**src/rtl/fetch_prefetch_queue.sv**
```systemverilog
// Instruction-fetch front end: sequential fetch addresses, pipelined IM req/gnt + rvalid, in-order prefetch queue.
// Optional FETCH_ALIGN_CHECK_EN adds Instr_AdEL and traps misaligned redirect targets.

module fetch_prefetch_queue #(
   parameter logic [31:0] RESET_PC = 32'h0000_3000,
   parameter logic [31:0] EXC_PC   = 32'h0000_4180,
   parameter int          DEPTH    = 4,
   parameter int          MAX_OUT  = 2
) (
   input  logic        Clk,
   input  logic        Rst,
   output logic        Imem_Req,
   output logic [31:0] Imem_Addr,
   input  logic        Imem_Gnt,
   input  logic        Imem_RValid,
   input  logic [31:0] Imem_RData,
   input  logic        Instr_Take,
   output logic        Instr_Valid,
   output logic [31:0] Instr,
   output logic [31:0] PC,
   output logic [31:0] PC8_Out,
   input  logic        Redirect,
   input  logic [31:0] Redirect_PC,
   input  logic        ActivateCP0,
   input  logic        CoolCP0,
   input  logic [31:0] EPC
`ifdef FETCH_ALIGN_CHECK_EN
   ,
   output logic        Instr_AdEL
`endif
);

   localparam int PW = $clog2(DEPTH);
   localparam int CW = $clog2(DEPTH + 1);
   localparam int OW = $clog2(MAX_OUT + 1);
   localparam int AW = (MAX_OUT > 1) ? $clog2(MAX_OUT) : 1;

   logic [31:0]   fpc;
   logic [CW-1:0] count;
   logic [PW-1:0] rd_ptr, wr_ptr;
   logic [OW-1:0] outstanding, outstanding_nxt, drop_cnt;
   logic [AW-1:0] af_rd, af_wr;
   logic [31:0]   af_mem  [MAX_OUT];
   logic [31:0]   q_pc    [DEPTH];
   logic [31:0]   q_instr [DEPTH];
   logic [31:0]   target;
   logic          redirect_ev, slot_free, grant, push, pop, halted, bad_target;

   // NOTE: every path through this block assigns every output, so no latch is inferred.
   always_comb begin
      redirect_ev = ActivateCP0 | CoolCP0 | Redirect;
      if (ActivateCP0)
         target = EXC_PC;
      else if (CoolCP0)
         target = EPC;
      else
         target = Redirect_PC;
   end

   // A request is only issued if the queue is guaranteed a slot for its response.
   assign slot_free       = (32'(count) + 32'(outstanding)) < DEPTH;
   assign Imem_Req        = !Rst && !redirect_ev && !halted && (32'(outstanding) < MAX_OUT) && slot_free;
   assign Imem_Addr       = fpc;
   assign grant           = Imem_Req & Imem_Gnt;
   assign push            = Imem_RValid && (drop_cnt == '0) && !redirect_ev;
   assign pop             = Instr_Take && (count != '0) && !redirect_ev;
   assign outstanding_nxt = outstanding + OW'(grant) - OW'(Imem_RValid);

`ifdef FETCH_ALIGN_CHECK_EN
   logic q_adel [DEPTH];

   assign bad_target = redirect_ev && (target[1:0] != 2'b00);
   assign Instr_AdEL = Instr_Valid & q_adel[rd_ptr];

   // Fetching stays halted after a misaligned target until the next redirect event.
   always_ff @(posedge Clk or posedge Rst) begin
      if (Rst)
         halted <= 1'b0;
      else if (redirect_ev)
         halted <= bad_target;
   end

   always_ff @(posedge Clk) begin
      if (bad_target)
         q_adel[0] <= 1'b1;
      else if (push)
         q_adel[wr_ptr] <= 1'b0;
   end
`else
   assign bad_target = 1'b0;
   assign halted     = 1'b0;
`endif

   always_ff @(posedge Clk or posedge Rst) begin
      if (Rst) begin
         fpc         <= RESET_PC;
         count       <= '0;
         rd_ptr      <= '0;
         wr_ptr      <= '0;
         outstanding <= '0;
         drop_cnt    <= '0;
         af_rd       <= '0;
         af_wr       <= '0;
      end else begin
         outstanding <= outstanding_nxt;
         if (grant)
            af_wr <= (32'(af_wr) == MAX_OUT - 1) ? '0 : af_wr + AW'(1);
         if (Imem_RValid)
            af_rd <= (32'(af_rd) == MAX_OUT - 1) ? '0 : af_rd + AW'(1);
         if (redirect_ev) begin
            // Every response still in flight after this edge belongs to the old stream.
            fpc      <= target & ~32'h3;
            drop_cnt <= outstanding_nxt;
            rd_ptr   <= '0;
            wr_ptr   <= PW'(bad_target);
            count    <= CW'(bad_target);
         end else begin
            if (grant)
               fpc <= fpc + 32'd4;
            if (Imem_RValid && (drop_cnt != '0))
               drop_cnt <= drop_cnt - OW'(1);
            if (push)
               wr_ptr <= wr_ptr + PW'(1);
            if (pop)
               rd_ptr <= rd_ptr + PW'(1);
            count <= count + CW'(push) - CW'(pop);
         end
      end
   end

   // NOTE: storage arrays carry no reset; count and pointers alone define which entries are live.
   always_ff @(posedge Clk) begin
      if (grant)
         af_mem[af_wr] <= fpc;
      if (bad_target) begin
         q_pc[0]    <= target;
         q_instr[0] <= '0;
      end else if (push) begin
         q_pc[wr_ptr]    <= af_mem[af_rd];
         q_instr[wr_ptr] <= Imem_RData;
      end
   end

   assign Instr_Valid = (count != '0);
   assign Instr       = q_instr[rd_ptr];
   assign PC          = q_pc[rd_ptr];
   assign PC8_Out     = PC + 32'd8;

endmodule

```
**config.mk**
```make
export PLATFORM = sky130hd
export DESIGN_NAME = fetch_prefetch_queue
export DESIGN_NICKNAME = d
export VERILOG_FILES = /design/src/rtl/fetch_prefetch_queue.sv
export SDC_FILE = /design/constraint.sdc
export NUM_CORES = 1
export LEC_CHECK = 0
export CORE_MARGIN = 1
export CORE_UTILIZATION = 25
export DETAILED_ROUTE_END_ITERATION = 10
export DONT_BUFFER_PORTS = 1
export HOLD_SLACK_MARGIN = 0.06
export SKIP_LAST_GASP = 1
export SLEW_MARGIN = 5
export SYNTH_ARGS = -nofsm -noshare
export SYNTH_HDL_FRONTEND = slang
export SYNTH_SLANG_ARGS = --single-unit
```
**constraint.sdc**
```tcl
create_clock -name Clk -period 4.5 [get_ports Clk]
set_clock_uncertainty 0.05 [all_clocks]
set_input_delay 0 -clock Clk [delete_from_list [all_inputs] [get_ports Clk]]
set_output_delay 0 -clock Clk [all_outputs]
set_load 0.02 [all_outputs]
```
==> impl_metrics.tcl <==
set metrics [dict create \
    ys_types 62 \
    peakVddDrop_mv 0.240 \
    wl_per_cell_um 20.1 \
    finalMaxSlewViolations 0 \
    antenna_found_initial 2 \
    cp_slowest_cell "dfrtp_4" \
    remaining_drc_errors 0 \
    maxCapViolations 0 \
    vias 8258 \
    leakage_nw 5.80 \
    die-area_mm2 0.0601 \
    layout_common_cells "edfxtp_1, dlygate4sd3_1, mux4_2" \
    final_common_cell "edfxtp_1" \
    core_mm2 0.0580 \
    critPathLaunchType "register" \
    synth_area_mm2 0.0148 \
    synth_top_area_cell "edfxtp_1" \
    syn2layout_area_growth_pct 22.2 \
    synth_edf_count 308 \
    row_count 88 \
    worstMarginPinSlew_ns 1.05 \
    routed_wl_mm 35.8 \
    insertion_delay_ns 0.55 \
    ys_ff_latch 351 \
    cts-root-buf "clkbuf_16" \
    fp.dieH_um 245 \
    drive_above_1_share_pct 19.3 \
    setup_viol 0 \
    hold_path_class "input pin to register" \
    routed_via_density 4.64 \
    critPathKind "register to output port" \
    die_width_um 245 \
    layout.cells.non_filler 1778 \
    finalSetupTns_ns 0 \
    grt_overflow_total 0 \
    post-dp-hpwl_mm 23.0 \
    grtUsageTotal_pct 11.9 \
    cts_buffers 41 \
    rsz0062_at_grt "no" \
    fmax_ghz 0.260 \
    synthArstFlopShare_pct 12.3 \
    cts_tree "done" \
    ys_top_cells_by_area "edfxtp_1, mux4_2, dfrtp_1, mux2_2, xnor2_1" \
    numClockSinks 351 \
    worstPathArrival_ns 3.79 \
    gp_congestion 0.778 \
    antenna_left 0 \
    worst_path_largest_cell_delay_ns 0.89 \
    cts_buffer_depth 3 \
    synth.avg_cell_area_um2 17.4 \
    htreeDepth 2 \
    place_inst 1588 \
    start_util_pct 25.5 \
    cp_max_fo 41 \
    post_cts_resized 0 \
    yosysSeqAreaShare_pct 69.9 \
    synthFlopType "edfxtp_1" \
    crit_path_cell_trace "mux4_2, nand3_1, nor4_4, nand4_1, xnor2_1" \
    nets 1097 \
    ios 234 \
    finalCritPeriodShare_pct 85.4 \
    max-slew-margin-rel_pct 30.2 \
    hold_violations 0 \
    grt_max_degree 63 \
    fin_crit_ns 3.84 \
    synth_top_area_share_pct 62.6 \
    syn-instance-count 850 \
    grt_pass1_wl_mm 53.3 \
    yosysWarnings 0 \
    grt_pass1_vias 8587 \
    crit_required_ns 4.45 \
    outcome "finished clean" \
    dr.pass1.iters 5 \
    drt-initial-drc-count 680 \
    port-buffer-count 0 \
    path_clk_slew_ns 0.06 \
    p_per_area_mw_per_mm2 425 \
    cp-end-kind "output port" \
]
[critical path, delay by kind of cell (launching register included)]
| kind | cells | cell delay (ns) |
|---|---|---|
| xor+xnor | 1 | 0.48 |
| mux | 1 | 0.50 |
| flops | 1 | 0.89 |
| simple gates | 3 | 1.34 |
[where the power goes]
group          total, mW  internal [mW]  switching, mW
sequential          3.81           3.70          0.117
combinational      0.667          0.289          0.379
clock               3.19           1.87           1.32
[what timing repair did]
| item | in CTS | in global routing |
|---|---|---|
| setup endpoints to repair | 0 | 0 |
| endpoints found under the hold margin | 214 | 0 |
| hold buffers | 114 | 0 |
| setup buffers | 0 | 0 |
[logic make-up (layout without fill, tap and decap cells)]
logic type / count (synthesis) / count (layout) / synth area share, %
adder cells (fa/ha/maj): 13 / 13 / 1.15
XOR/XNOR: 43 / 43 / 2.55
multiplexers: 114 / 114 / 13.3
other: 1 / 7 / 0.0254
buffers and inverters: 62 / 219 / 2.21
flip-flops: 351 / 351 / 69.9
AO/OA/AOI/OAI: 91 / 91 / 4.11
AND/OR/NAND/NOR: 175 / 175 / 6.79
[cell usage after synthesis, drive strengths merged (2+ instances only)]
cell type / n
edfxtp: 308
mux4: 62
dfrtp: 41
mux2: 36
nand2: 34
buf: 32
xnor2: 32
nor2: 31
nand3: 30
a21oi: 21
nand4: 19
o21ai: 19
inv: 17
mux2i: 16
clkbuf: 13
ha: 12
and2: 11
nor3: 11
nor4: 11
xor2: 11
o32a: 8
a31oi: 7
and4: 7
o22ai: 7
and3: 6
nor2b: 6
o211ai: 5
o31ai: 5
or4: 5
a211oi: 3
dfstp: 2
o22a: 2
o311ai: 2
o41a: 2
or3: 2
[routing by layer]
layer	vias to the layer above	global-route usage, %	share of wire, %
met4	0	4.45	2.6
met1	4186	15.0	41
met5	-	0	0
met3	66	2.89	7.4
li1	3662	-	-
met2	344	19.8	49
[state kept, by name, summed over array words and instances (netlist names)]
register / flops
outstanding: 2
q_instr: 128
count: 3
Imem_Addr: 30
wr_ptr: 2
af_wr: 1
af_mem: 60
drop_cnt: 2
rd_ptr: 2
q_pc: 120
af_rd: 1
[final timing paths]
path / end / cells after the start / slack, ns / start
max in group asynchronous: rd_ptr[1] / 4 / 3.34 / Rst
worst max-delay path: PC8_Out[24] / 5 / 0.66 / rd_ptr[1]
worst max register to register: Imem_Addr[5] / 8 / 1.08 / count[1]
min in group asynchronous: Imem_Addr[30] / 4 / 0.60 / Rst
worst min-delay path: q_instr[2][13] / 1 / 0.10 / Imem_RData[13]
worst min register to register: af_wr / 1 / 0.46 / af_wr
[layout make-up]
cell class / instances / area (um^2)
Inverter: 17 / 66.3
Clock inverter: 27 / 239
Clock buffer: 48 / 1050
Multi-Input combinational cell: 442 / 4150
Tap cell: 765 / 957
Sequential cell: 351 / 10300
Antenna cell: 1 / 2.50
Timing Repair Buffer: 127 / 1250
Fill cell: 5606 / 40000
[metrics by stage]
step / setup WS (ns) / utilization [%] / hold slack, ns / area [um^2] / total power, mW
final: 0.658 / 31.1 / 0.103 / 18100 / 7.67
after global routing: 0.343 / 31.1 / 0.0804 / 18100 / 7.95
after CTS: 0.493 / 31.1 / 0.0654 / 18100 / 7.78
after detailed placement: 1.09 / 26.9 / -0.00657 / 15600 / 4.44
after global placement: 1.11 / 26.9 / -0.00617 / 15600 / 4.42
after floorplan: 1.12 / - / 0.0410 / 14800 / 4.26
No activity file was read; power rests on OpenSTA's default activity.
